**src/rtl/jtopl_pkg.sv**
```systemverilog
// Shared constants, FSM states and write decode for the OPL register
// scheduler.
package jtopl_pkg;

  localparam logic [7:0] REG_FNUMLO = 8'hA0;
  localparam logic [7:0] REG_FNUMHI = 8'hB0;
  localparam logic [7:0] REG_FBCON  = 8'hC0;
  localparam logic [7:0] REG_RHY    = 8'hBD;

  typedef enum logic [1:0] {
    IDLE,
    ISSUE,
    HOLD
  } sched_st_t;

  typedef struct packed {
    logic fnumlo;
    logic fnumhi;
    logic fbcon;
    logic rhy;
    logic op;
  } upd_t;

  function automatic upd_t reg_decode(input logic [7:0] addr);
    upd_t u;
    logic in_ch;
    u = '0;
    in_ch = (addr[3:0] <= 4'h8);
    if (addr == REG_RHY)
      u.rhy = 1'b1;
    else if (addr[7:4] == REG_FNUMLO[7:4])
      u.fnumlo = in_ch;
    else if (addr[7:4] == REG_FNUMHI[7:4])
      u.fnumhi = in_ch;
    else if (addr[7:4] == REG_FBCON[7:4])
      u.fbcon = in_ch;
    else
      u.op = 1'b1;
    return u;
  endfunction

  // Block/key-on and rhythm writes carry edges that must never merge.
  function automatic logic keyon_reg(input logic [7:0] addr);
    return ((addr[7:4] == REG_FNUMHI[7:4]) && (addr[3:0] <= 4'h8))
        || (addr == REG_RHY);
  endfunction

endpackage

```
**src/rtl/jtopl_reg_fifo.sv**
```systemverilog
// Generic synchronous FIFO with a rewrite port on the newest entry.
module jtopl_reg_fifo #(
  parameter int W     = 16,
  parameter int DEPTH = 4
) (
  input  logic         clk,
  input  logic         rst,
  input  logic         push,
  input  logic [W-1:0] din,
  input  logic         pop,
  input  logic         tail_we,
  input  logic [W-1:0] tail_din,
  output logic [W-1:0] dout,
  output logic [W-1:0] tail_dout,
  output logic         full,
  output logic         empty,
  output logic         last
);

  localparam int AW = (DEPTH > 1) ? $clog2(DEPTH) : 1;

  logic [W-1:0]  r_mem [DEPTH];
  logic [AW-1:0] r_wr;
  logic [AW-1:0] r_rd;
  logic [AW:0]   r_cnt;
  logic          w_push;
  logic          w_pop;
  logic [AW-1:0] w_tail;

  assign empty  = (r_cnt == '0);
  assign full   = (r_cnt == (AW+1)'(DEPTH));
  assign last   = (r_cnt == (AW+1)'(1));
  assign w_pop  = pop & ~empty;
  assign w_push = push & (~full | w_pop);
  assign w_tail = r_wr - 1'b1;

  assign dout      = r_mem[r_rd];
  assign tail_dout = r_mem[w_tail];

  always_ff @(posedge clk or posedge rst) begin
    if (rst) begin
      r_wr  <= '0;
      r_rd  <= '0;
      r_cnt <= '0;
    end else begin
      if (w_push) r_wr <= r_wr + 1'b1;
      if (w_pop)  r_rd <= r_rd + 1'b1;
      r_cnt <= r_cnt + (AW+1)'(w_push) - (AW+1)'(w_pop);
    end
  end

  always_ff @(posedge clk) begin
    if (w_push)
      r_mem[r_wr] <= din;
    else if (tail_we)
      r_mem[w_tail] <= tail_din;
  end

endmodule

```
**src/rtl/jtopl_reg_sched.sv**
```systemverilog
// Host-write scheduler: buffers CPU writes and replays them cen-paced.
// Optional: JTOPL_REGSCHED_COALESCE_EN merges repeats of the newest entry.
module jtopl_reg_sched
  import jtopl_pkg::*;
#(
  parameter int DEPTH = 4,
  parameter int GAP   = 2
) (
  input  logic       clk,
  input  logic       rst,
  input  logic       cen,
  input  logic       wr,
  input  logic       a0,
  input  logic [7:0] din,
  input  logic       ovf_clr,
  output logic [3:0] up_ch,
  output logic       up_fnumlo,
  output logic       up_fnumhi,
  output logic       up_fbcon,
  output logic       up_rhy,
  output logic       up_op,
  output logic [7:0] reg_addr,
  output logic [7:0] reg_dout,
  output logic       busy,
  output logic       full,
  output logic       ovf
);

  localparam logic [3:0] GAP_W = 4'(GAP);

  sched_st_t   r_state;
  logic [3:0]  r_cnt;
  upd_t        r_up;
  logic [7:0]  r_sel_addr;
  logic [7:0]  r_addr;
  logic [7:0]  r_dout;
  logic        r_busy;
  logic        r_ovf;

  logic        w_push;
  logic        w_pop;
  logic        w_coal;
  logic        w_accept;
  logic        w_drop;
  logic        w_empty;
  logic        w_full;
  logic        w_last;
  logic [15:0] w_head;
  logic [15:0] w_tail;

  assign w_push = wr & a0;
  assign w_pop  = cen & (r_state == IDLE) & ~w_empty;

`ifdef JTOPL_REGSCHED_COALESCE_EN
  assign w_coal = w_push & ~w_empty
                & (w_tail[15:8] == r_sel_addr)
                & ~keyon_reg(r_sel_addr)
                & ~(w_pop & w_last);
`else
  logic w_unused_tail;
  assign w_unused_tail = ^{w_tail, w_last};
  assign w_coal = 1'b0;
`endif

  assign w_accept = w_push & ~w_coal & (~w_full | w_pop);
  assign w_drop   = w_push & ~w_coal & w_full & ~w_pop;

  jtopl_reg_fifo #(
    .W     (16),
    .DEPTH (DEPTH)
  ) u_fifo (
    .clk       (clk),
    .rst       (rst),
    .push      (w_accept),
    .din       ({r_sel_addr, din}),
    .pop       (w_pop),
    .tail_we   (w_coal),
    .tail_din  ({r_sel_addr, din}),
    .dout      (w_head),
    .tail_dout (w_tail),
    .full      (w_full),
    .empty     (w_empty),
    .last      (w_last)
  );

  always_ff @(posedge clk or posedge rst) begin
    if (rst) begin
      r_sel_addr <= '0;
      r_ovf      <= 1'b0;
      r_busy     <= 1'b0;
    end else begin
      if (wr & ~a0) r_sel_addr <= din;
      if (w_drop)
        r_ovf <= 1'b1;
      else if (ovf_clr)
        r_ovf <= 1'b0;
      r_busy <= ~w_empty | (r_state != IDLE);
    end
  end

  always_ff @(posedge clk or posedge rst) begin
    if (rst) begin
      r_state <= IDLE;
      r_cnt   <= '0;
      r_up    <= '0;
      r_addr  <= '0;
      r_dout  <= '0;
    end else if (cen) begin
      unique case (r_state)
        IDLE: begin
          if (!w_empty) begin
            r_addr  <= w_head[15:8];
            r_dout  <= w_head[7:0];
            r_up    <= reg_decode(w_head[15:8]);
            r_state <= ISSUE;
          end
        end
        ISSUE: begin
          r_up <= '0;
          if (GAP == 0) begin
            r_state <= IDLE;
          end else begin
            r_cnt   <= GAP_W;
            r_state <= HOLD;
          end
        end
        HOLD: begin
          r_cnt <= r_cnt - 1'b1;
          if (r_cnt <= 4'd1) r_state <= IDLE;
        end
        default: r_state <= IDLE;
      endcase
    end
  end

  assign up_ch     = r_addr[3:0];
  assign up_fnumlo = r_up.fnumlo;
  assign up_fnumhi = r_up.fnumhi;
  assign up_fbcon  = r_up.fbcon;
  assign up_rhy    = r_up.rhy;
  assign up_op     = r_up.op;
  assign reg_addr  = r_addr;
  assign reg_dout  = r_dout;
  assign busy      = r_busy;
  assign full      = w_full;
  assign ovf       = r_ovf;

endmodule

```
**config.mk**
```make
export PLATFORM = sky130hd
export DESIGN_NAME = jtopl_reg_sched
export DESIGN_NICKNAME = d
export VERILOG_FILES = /design/src/rtl/jtopl_pkg.sv /design/src/rtl/jtopl_reg_fifo.sv /design/src/rtl/jtopl_reg_sched.sv
export SDC_FILE = /design/constraint.sdc
export NUM_CORES = 1
export LEC_CHECK = 0
export CORE_MARGIN = 5
export CORE_UTILIZATION = 35
export CTS_CLUSTER_DIAMETER = 120
export DETAILED_ROUTE_END_ITERATION = 10
export PLACE_DENSITY = 0.59
export SLEW_MARGIN = 40
export SYNTH_ARGS = -nofsm -noshare
export SYNTH_HDL_FRONTEND = slang
export SYNTH_SLANG_ARGS = --single-unit
```
**constraint.sdc**
```tcl
create_clock -name clk -period 3.15 [get_ports clk]
set_input_delay 0.315 -clock clk [delete_from_list [all_inputs] [get_ports clk]]
set_output_delay 0.315 -clock clk [all_outputs]
set_load 0.02 [all_outputs]
```
Word-level counts from Yosys, hierarchy flattened
Memory sizes are Yosys's and may differ from the RTL's.
Cells that the tools add are included.
{"block": "op_classes", "div": 0, "muxes": 21, "n_addsub": 5, "eq_ne": 9, "shifts": 0, "multipliers": 0, "reduce_logical": 10, "n_bitwise": 16, "n_lt_le_gt_ge": 2}
{"operator": "$mux W1", "count": 13}
{"operator": "$eq A4 B4 Y1 const B", "count": 3}
{"operator": "$pmux W5 S2", "count": 1}
{"operator": "$and A1 B1 Y1", "count": 9}
{"operator": "$reduce_and A3 Y1", "count": 3}
{"operator": "$eq A8 B8 Y1 const B", "count": 1}
{"operator": "$pmux W4 S2", "count": 1}
{"operator": "$reduce_bool A2 Y1", "count": 4}
{"operator": "$mux W2", "count": 3}
{"operator": "$pmux W2 S3", "count": 1}
{"operator": "$mux W5", "count": 1}
{"operator": "$add A2 B1 Y2 const B", "count": 2}
{"operator": "$le A4 B1 Y1 const B", "count": 1}
{"operator": "$le A4 B4 Y1 const B", "count": 1}
{"operator": "$ne A2 B2 Y1 const B", "count": 2}
{"operator": "$not A1 Y1", "count": 4}
{"operator": "$sub A4 B1 Y4 const B", "count": 1}
{"operator": "$add A3 B1 Y3", "count": 1}
{"operator": "$eq A3 B3 Y1 const B", "count": 1}
{"operator": "$logic_not A3 Y1", "count": 1}
{"operator": "$mux W3", "count": 1}
{"operator": "$or A1 B1 Y1", "count": 3}
{"operator": "$sub A3 B1 Y3", "count": 1}
{"operator": "$eq A2 B1 Y1 const B", "count": 1}
{"operator": "3 further kinds", "count": 3}
{"block": "totals", "regBits": 44, "input_bits": 14, "ramBits": 64, "mem_count": 1, "out_inout_bits": 28, "romBits": 0, "latch_bits": 0, "wordCells": 79}
{"memory": "u_fifo.r_mem", "depth": 4, "width": 16, "rd": 1, "rd_clocked_by_memory_dff": 0, "wr": 1, "line": "jtopl_reg_fifo.sv:22", "text": "logic [W-1:0] r_mem [DEPTH];"}

Longest topological paths before layout
{"block": "logic_depth", "depth_word": 8, "ltp_mapped": 10, "ltp_nobuf": 9}

By module
Synthesis repeated with hierarchy kept, for this count alone.
{"block": "hier_totals", "cells_unflattened": 312, "area_unflattened_um2": 4988.5}
{"module": "jtopl_reg_fifo", "cells_per_inst": 164, "area_each_um2": 3353.2, "seq_area_each_um2": 2097.0, "n_inst": 1}
{"module": "jtopl_reg_sched", "cells_per_inst": 148, "area_each_um2": 1635.3, "seq_area_each_um2": 925.9, "n_inst": 1}

Worst setup path before layout
No wires, ideal clock.
{"block": "synth_timing", "kind": "register -> register", "startpoint": "reg r_state[0]", "endpoint": "reg u_fifo.r_cnt[2]", "slack_ns": 0.957, "synth_period_minus_slack_ns": 2.193, "setup_time_ns": 0.123, "path_buffers": 1, "arrival_time_ns": 2.071, "stages_incl_launch_ff": 11, "required_ns": 3.027, "path_cell_list": "dfrtp_1 inv_1 ha_1 o311ai_0 buf_2 inv_1 ha_1 inv_1 ha_1 fa_1 xnor2_1"}
{"block": "synth_via", "elab_chain_len": 8, "elab_cells_between_ends": 10, "cone_classes": "add/sub: 2; bitwise: 7; reduce/logical: 1"}
{"item": "from (decl)", "line": "jtopl_reg_sched.sv:31", "text": "sched_st_t r_state;"}
{"item": "from (signal assigned)", "line": "jtopl_reg_sched.sv:103", "text": "r_state <= IDLE;"}
{"item": "from (signal assigned)", "line": "jtopl_reg_sched.sv:115", "text": "r_state <= ISSUE;"}
{"item": "from (signal assigned)", "line": "jtopl_reg_sched.sv:121", "text": "r_state <= IDLE;"}
{"item": "$logic_not A2 Y1 (*)", "line": "jtopl_reg_sched.sv:52", "text": "assign w_pop = cen & (r_state == IDLE) & ~w_empty;"}
{"item": "$and A1 B1 Y1 (*) (2 in a row)", "line": "jtopl_reg_sched.sv:52"}
{"item": "$or A1 B1 Y1 or $and A1 B1 Y1 (tied branches)", "line": "jtopl_reg_sched.sv:65, jtopl_reg_fifo.sv:33"}
{"item": "$and A1 B1 Y1 or $or A1 B1 Y1 (tied branches)", "line": "jtopl_reg_sched.sv:65, jtopl_reg_fifo.sv:34"}
{"item": "$and A1 B1 Y1", "line": "jtopl_reg_fifo.sv:34", "text": "assign w_push = push & (~full | w_pop);"}
{"item": "$add A3 B1 Y3", "line": "jtopl_reg_fifo.sv:48", "text": "r_cnt <= r_cnt + (AW+1)'(w_push) - (AW+1)'(w_pop);"}
{"item": "$sub A3 B1 Y3 (*)", "line": "jtopl_reg_fifo.sv:48"}
{"item": "to (signal assigned)", "line": "jtopl_reg_fifo.sv:48"}
{"item": "to (decl)", "line": "jtopl_reg_fifo.sv:25", "text": "logic [AW:0] r_cnt;"}
Mark *: on every way between the ends. The rest lies on a longest branch, timed or not.
A chain may end at the register's enable or synchronous reset.

Worst setup path after layout
{"block": "layout_timing", "startpoint": "reg u_fifo.r_rd[0]", "endpoint": "reg r_up (netlist bit up_op)"}
{"block": "layout_via", "elab_chain_len": 8, "elab_cells_between_ends": 11, "cone_classes": "eq/ne: 4; mux: 6; memory: 1"}
{"item": "from (decl)", "line": "jtopl_reg_fifo.sv:24", "text": "logic [AW-1:0] r_rd;"}
{"item": "from (signal assigned)", "line": "jtopl_reg_fifo.sv:47", "text": "if (w_pop) r_rd <= r_rd + 1'b1;"}
{"item": "$mem_v2 Z4 W16 (*)"}
{"item": "$eq A4 B4 Y1", "line": "jtopl_pkg.sv:35", "text": "else if (addr[7:4] == REG_FBCON[7:4])"}
{"item": "$mux W1", "line": "jtopl_pkg.sv:35"}
{"item": "$mux W1", "line": "jtopl_pkg.sv:33", "text": "else if (addr[7:4] == REG_FNUMHI[7:4])"}
{"item": "$mux W1", "line": "jtopl_pkg.sv:31", "text": "else if (addr[7:4] == REG_FNUMLO[7:4])"}
{"item": "$mux W1 (*)", "line": "jtopl_pkg.sv:29", "text": "if (addr == REG_RHY)"}
{"item": "$mux W5 (*)", "line": "jtopl_reg_sched.sv:111", "text": "if (!w_empty) begin"}
{"item": "$pmux W5 S2 (*)", "line": "jtopl_reg_sched.sv:109", "text": "unique case (r_state)"}
{"item": "to (signal assigned)", "line": "jtopl_reg_sched.sv:114", "text": "r_up <= reg_decode(w_head[15:8]);"}
{"item": "to (decl)", "line": "jtopl_reg_sched.sv:33", "text": "upd_t r_up;"}
Mark *: on every way between the ends. The rest lies on a longest branch, timed or not. The select of a mux whose other input is x is not followed.

==> flow_summary_export.csv <==
group,metric,value,unit
run_status,status,"finished clean",
timing,finalSetupViolations,0,
cts,cts_resized,0,
power,ir_worst_vdd,0.000448,V
global_route,grt_pass1_vias,2328,
yosys,synth_edf_count,64,
cts,clockBufferDepth,2,
timing,postLayoutSetupSlackWorst,1.08,ns
worst_setup_path,end_kind,"flop",
worst_setup_path,crit_path_top_delay_cell,"dfrtp_1",
worst_setup_path,slowest_delay,0.77,ns
yosys,yosysUniqueCellTypes,35,
global_route,grt.total_usage,11.4,%
yosys,synthTopCellsByArea,"edfxtp_1, dfrtp_1, mux2_2",
global_route,grt_pass1_wl,12.9,mm
worst_setup_path,cp_max_fo,12,
route,first_pass_iters,4,
cts,root_buffer,"clkbuf_16",
worst_setup_path,required,3.35,ns
cts,postCtsSetupBuffers,0,
cells_and_area,postLayoutCoreUtil,43.6,%
floorplan,initial_core_util,35.9,%
placed_design,preCtsSetupSlack,0.865,ns
floorplan,fp.dieW,121,microns
placed_design,gp_congestion,0.737,
timing,clock_skew,0.00885,ns
cts,cts_sinks,108,
floorplan,die_y,121,microns
cells_and_area,syn_to_final_growth,21.5,%
timing,post-route-min-period,2.07,ns
worst_setup_path,crit_type,"reg -> reg",
global_route,grt_max_degree,45,
worst_setup_path,cp-start-kind,"flop",
global_route,grt_overflow,0,
yosys,synthCells,248,
cts,hold_buffers,0,
route,num_vias,2164,
route,routed_wl,7.65,mm
floorplan,fp.dieArea,0.0148,sq mm
timing,min_period_over_period,65.8,%
route,drcViolationCount,0,
yosys,ys_top_cells_by_count,"edfxtp_1, dfrtp_1, mux2_2, nand2_1",
cts,cts_buffers,9,
placed_design,port_buffers,41,
timing,maxSlewHeadroom,55.9,%
route,viasPerCell,4.60,
worst_setup_path,worst_ep_arrival_time,2.28,ns
placed_design,dp_hpwl,5.03,mm
global_route,antenna_found_initial,0,
timing,max_freq,483,MHz
route,ant_nets,0,
yosys,synthArstFlopShare,40.7,%
worst_setup_path,r2r_cells,4,
yosys,synth.ff_latch_count,108,
cells_and_area,insertedDiodeCount,0,
timing,worstMarginPinSlew,0.661,ns
yosys,synth.avg_cell_area,17.5,sq um
yosys,yosys.area.top_type_share,44.2,%
worst_hold_path,hp-class,"in -> async",
timing,final_max_slew_viol_count,0,
cells_and_area,nets,325,
power,cellLeakagePower,1.96,nW
timing,rsz0062_at_grt,"false",
yosys,syn_area,0.00435,sq mm
yosys,synth_flop_cell,"edfxtp_1",
floorplan,ioPinCount,42,
floorplan,core.rowCount,40,
floorplan,core-area,0.0121,sq mm
yosys,synth_largest_area_cell,"edfxtp_1",
cts,h-tree-depth,3,
yosys,yosysWarnings,0,
timing,tns,0,ns
yosys,postSynthNetCount,276,
yosys,seq_area_frac_synth,69.5,%
worst_setup_path,crit_chain,"mux4_1 > nand2b_1 > o211ai_1 > o311ai_0",
cts,clk_latency,0.34,ns
run,maxCapViolCount,0,
cells_and_area,fill_cells,1107,
cts,tritoncts,"yes",
yosys,yosysMostFrequentCell,"edfxtp_1",
cells_and_area,regArea,0.00302,sq mm
timing,hold_violations,0,
route,wl_per_cell,16.3,microns
route,drt_first_iter_violations,120,
timing,whs,0.403,ns
power,powerDensity,917,mW/mm^2
cts,clkTransAtPathRegs,0.07,ns
cells_and_area,drive_above_1_share,20.9,%
cells_and_area,multi_input_area,0.00122,sq mm
==> metrics by stage <==
stage	cell area, sq um	instances	total power [mW]
after floorplan	4350	248	3.13
after global placement	4970	454	3.70
after detailed placement	4970	454	3.73
after CTS	5290	470	4.93
after global routing	5290	470	5.15
final	5290	470	4.85
==> worst max-delay path, delay by kind of cell (launching register included) <==
family | cells | cell delay, ns
mux | 1 | 0.70
compound gates | 2 | 0.28
simple gates | 1 | 0.19
flops | 1 | 0.77
==> logic make-up (layout without fill, tap and decap cells) <==
logic type | count (synthesis) | in the layout | synth area share, %
XOR/XNOR | 5 | 5 | 1.01
AND/OR/NAND/NOR | 36 | 36 | 4.31
adder cells (fa/ha/maj) | 14 | 14 | 4.20
buffers and inverters | 24 | 78 | 2.73
AO/OA/AOI/OAI | 19 | 19 | 2.91
flip-flops | 108 | 108 | 69.5
multiplexers | 42 | 42 | 15.4
==> routing by layer <==
metal | track usage (%) | share of wire [%] | vias up
li1 | - | - | 1020
met1 | 16.1 | 48 | 1098
met2 | 17.5 | 48 | 41
met3 | 3.40 | 3.7 | 5
met4 | 2.52 | 0.58 | 0
met5 | 0 | 0 | -
==> path summary, 6_finish.rpt <==
kind | start | to | slack [ns]
setup / recovery | u_fifo.r_rd[0] | up_op | 1.08
hold / removal | rst | reg_dout[6] | 0.40
setup reg to reg | u_fifo.r_rd[0] | up_op | 1.08
hold reg to reg | up_fbcon | up_fbcon | 0.48
max in group asynchronous | rst | u_fifo.r_cnt[0] | 2.36
min in group clk | up_fbcon | up_fbcon | 0.48
==> cells in the final DEF (no fill, tap or decap), types with 3 or more instances in the layout <==
cell type and count:
and2_1 4, buf_4 8, clkbuf_16 9, clkdlybuf4s50_1 41
dfrtp_1 44, edfxtp_1 64, ha_1 13, inv_1 12
mux2_2 26, mux4_1 4, mux4_2 12, nand2_1 15
nand4b_1 3, nor2_1 4, o21ai_0 6, xnor2_1 4
==> report_power, final <==
| part | internal, mW | total [mW] | switching (mW) |
|---|---|---|---|
| sequential | 1.83 | 2.07 | 0.239 |
| combinational | 0.815 | 1.59 | 0.771 |
| clock | 0.701 | 1.19 | 0.491 |
==> registers in the layout (all words and copies together) (netlist names) <==
| name | flops |
|---|---|
| r_cnt | 4 |
| up_op | 1 |
| u_fifo.r_wr | 2 |
| u_fifo.r_rd | 2 |
| busy | 1 |
| up_rhy | 1 |
| reg_addr | 8 |
| r_state | 2 |
| up_fnumhi | 1 |
| r_sel_addr | 8 |
| up_fbcon | 1 |
| up_fnumlo | 1 |
| ovf | 1 |
| reg_dout | 8 |
| u_fifo.r_mem | 64 |
| u_fifo.r_cnt | 3 |
==> final cells by class <==
type | count | area share [%]
multi-input combinational | 116 | 23.0
timing repair buffer | 49 | 8.90
tap | 168 | 3.98
clock buffer | 11 | 4.40
clock inverter | 5 | 1.54
sequential | 108 | 57.2
inverter | 13 | 0.971
Note: power is estimated with default switching activity, not from simulation.
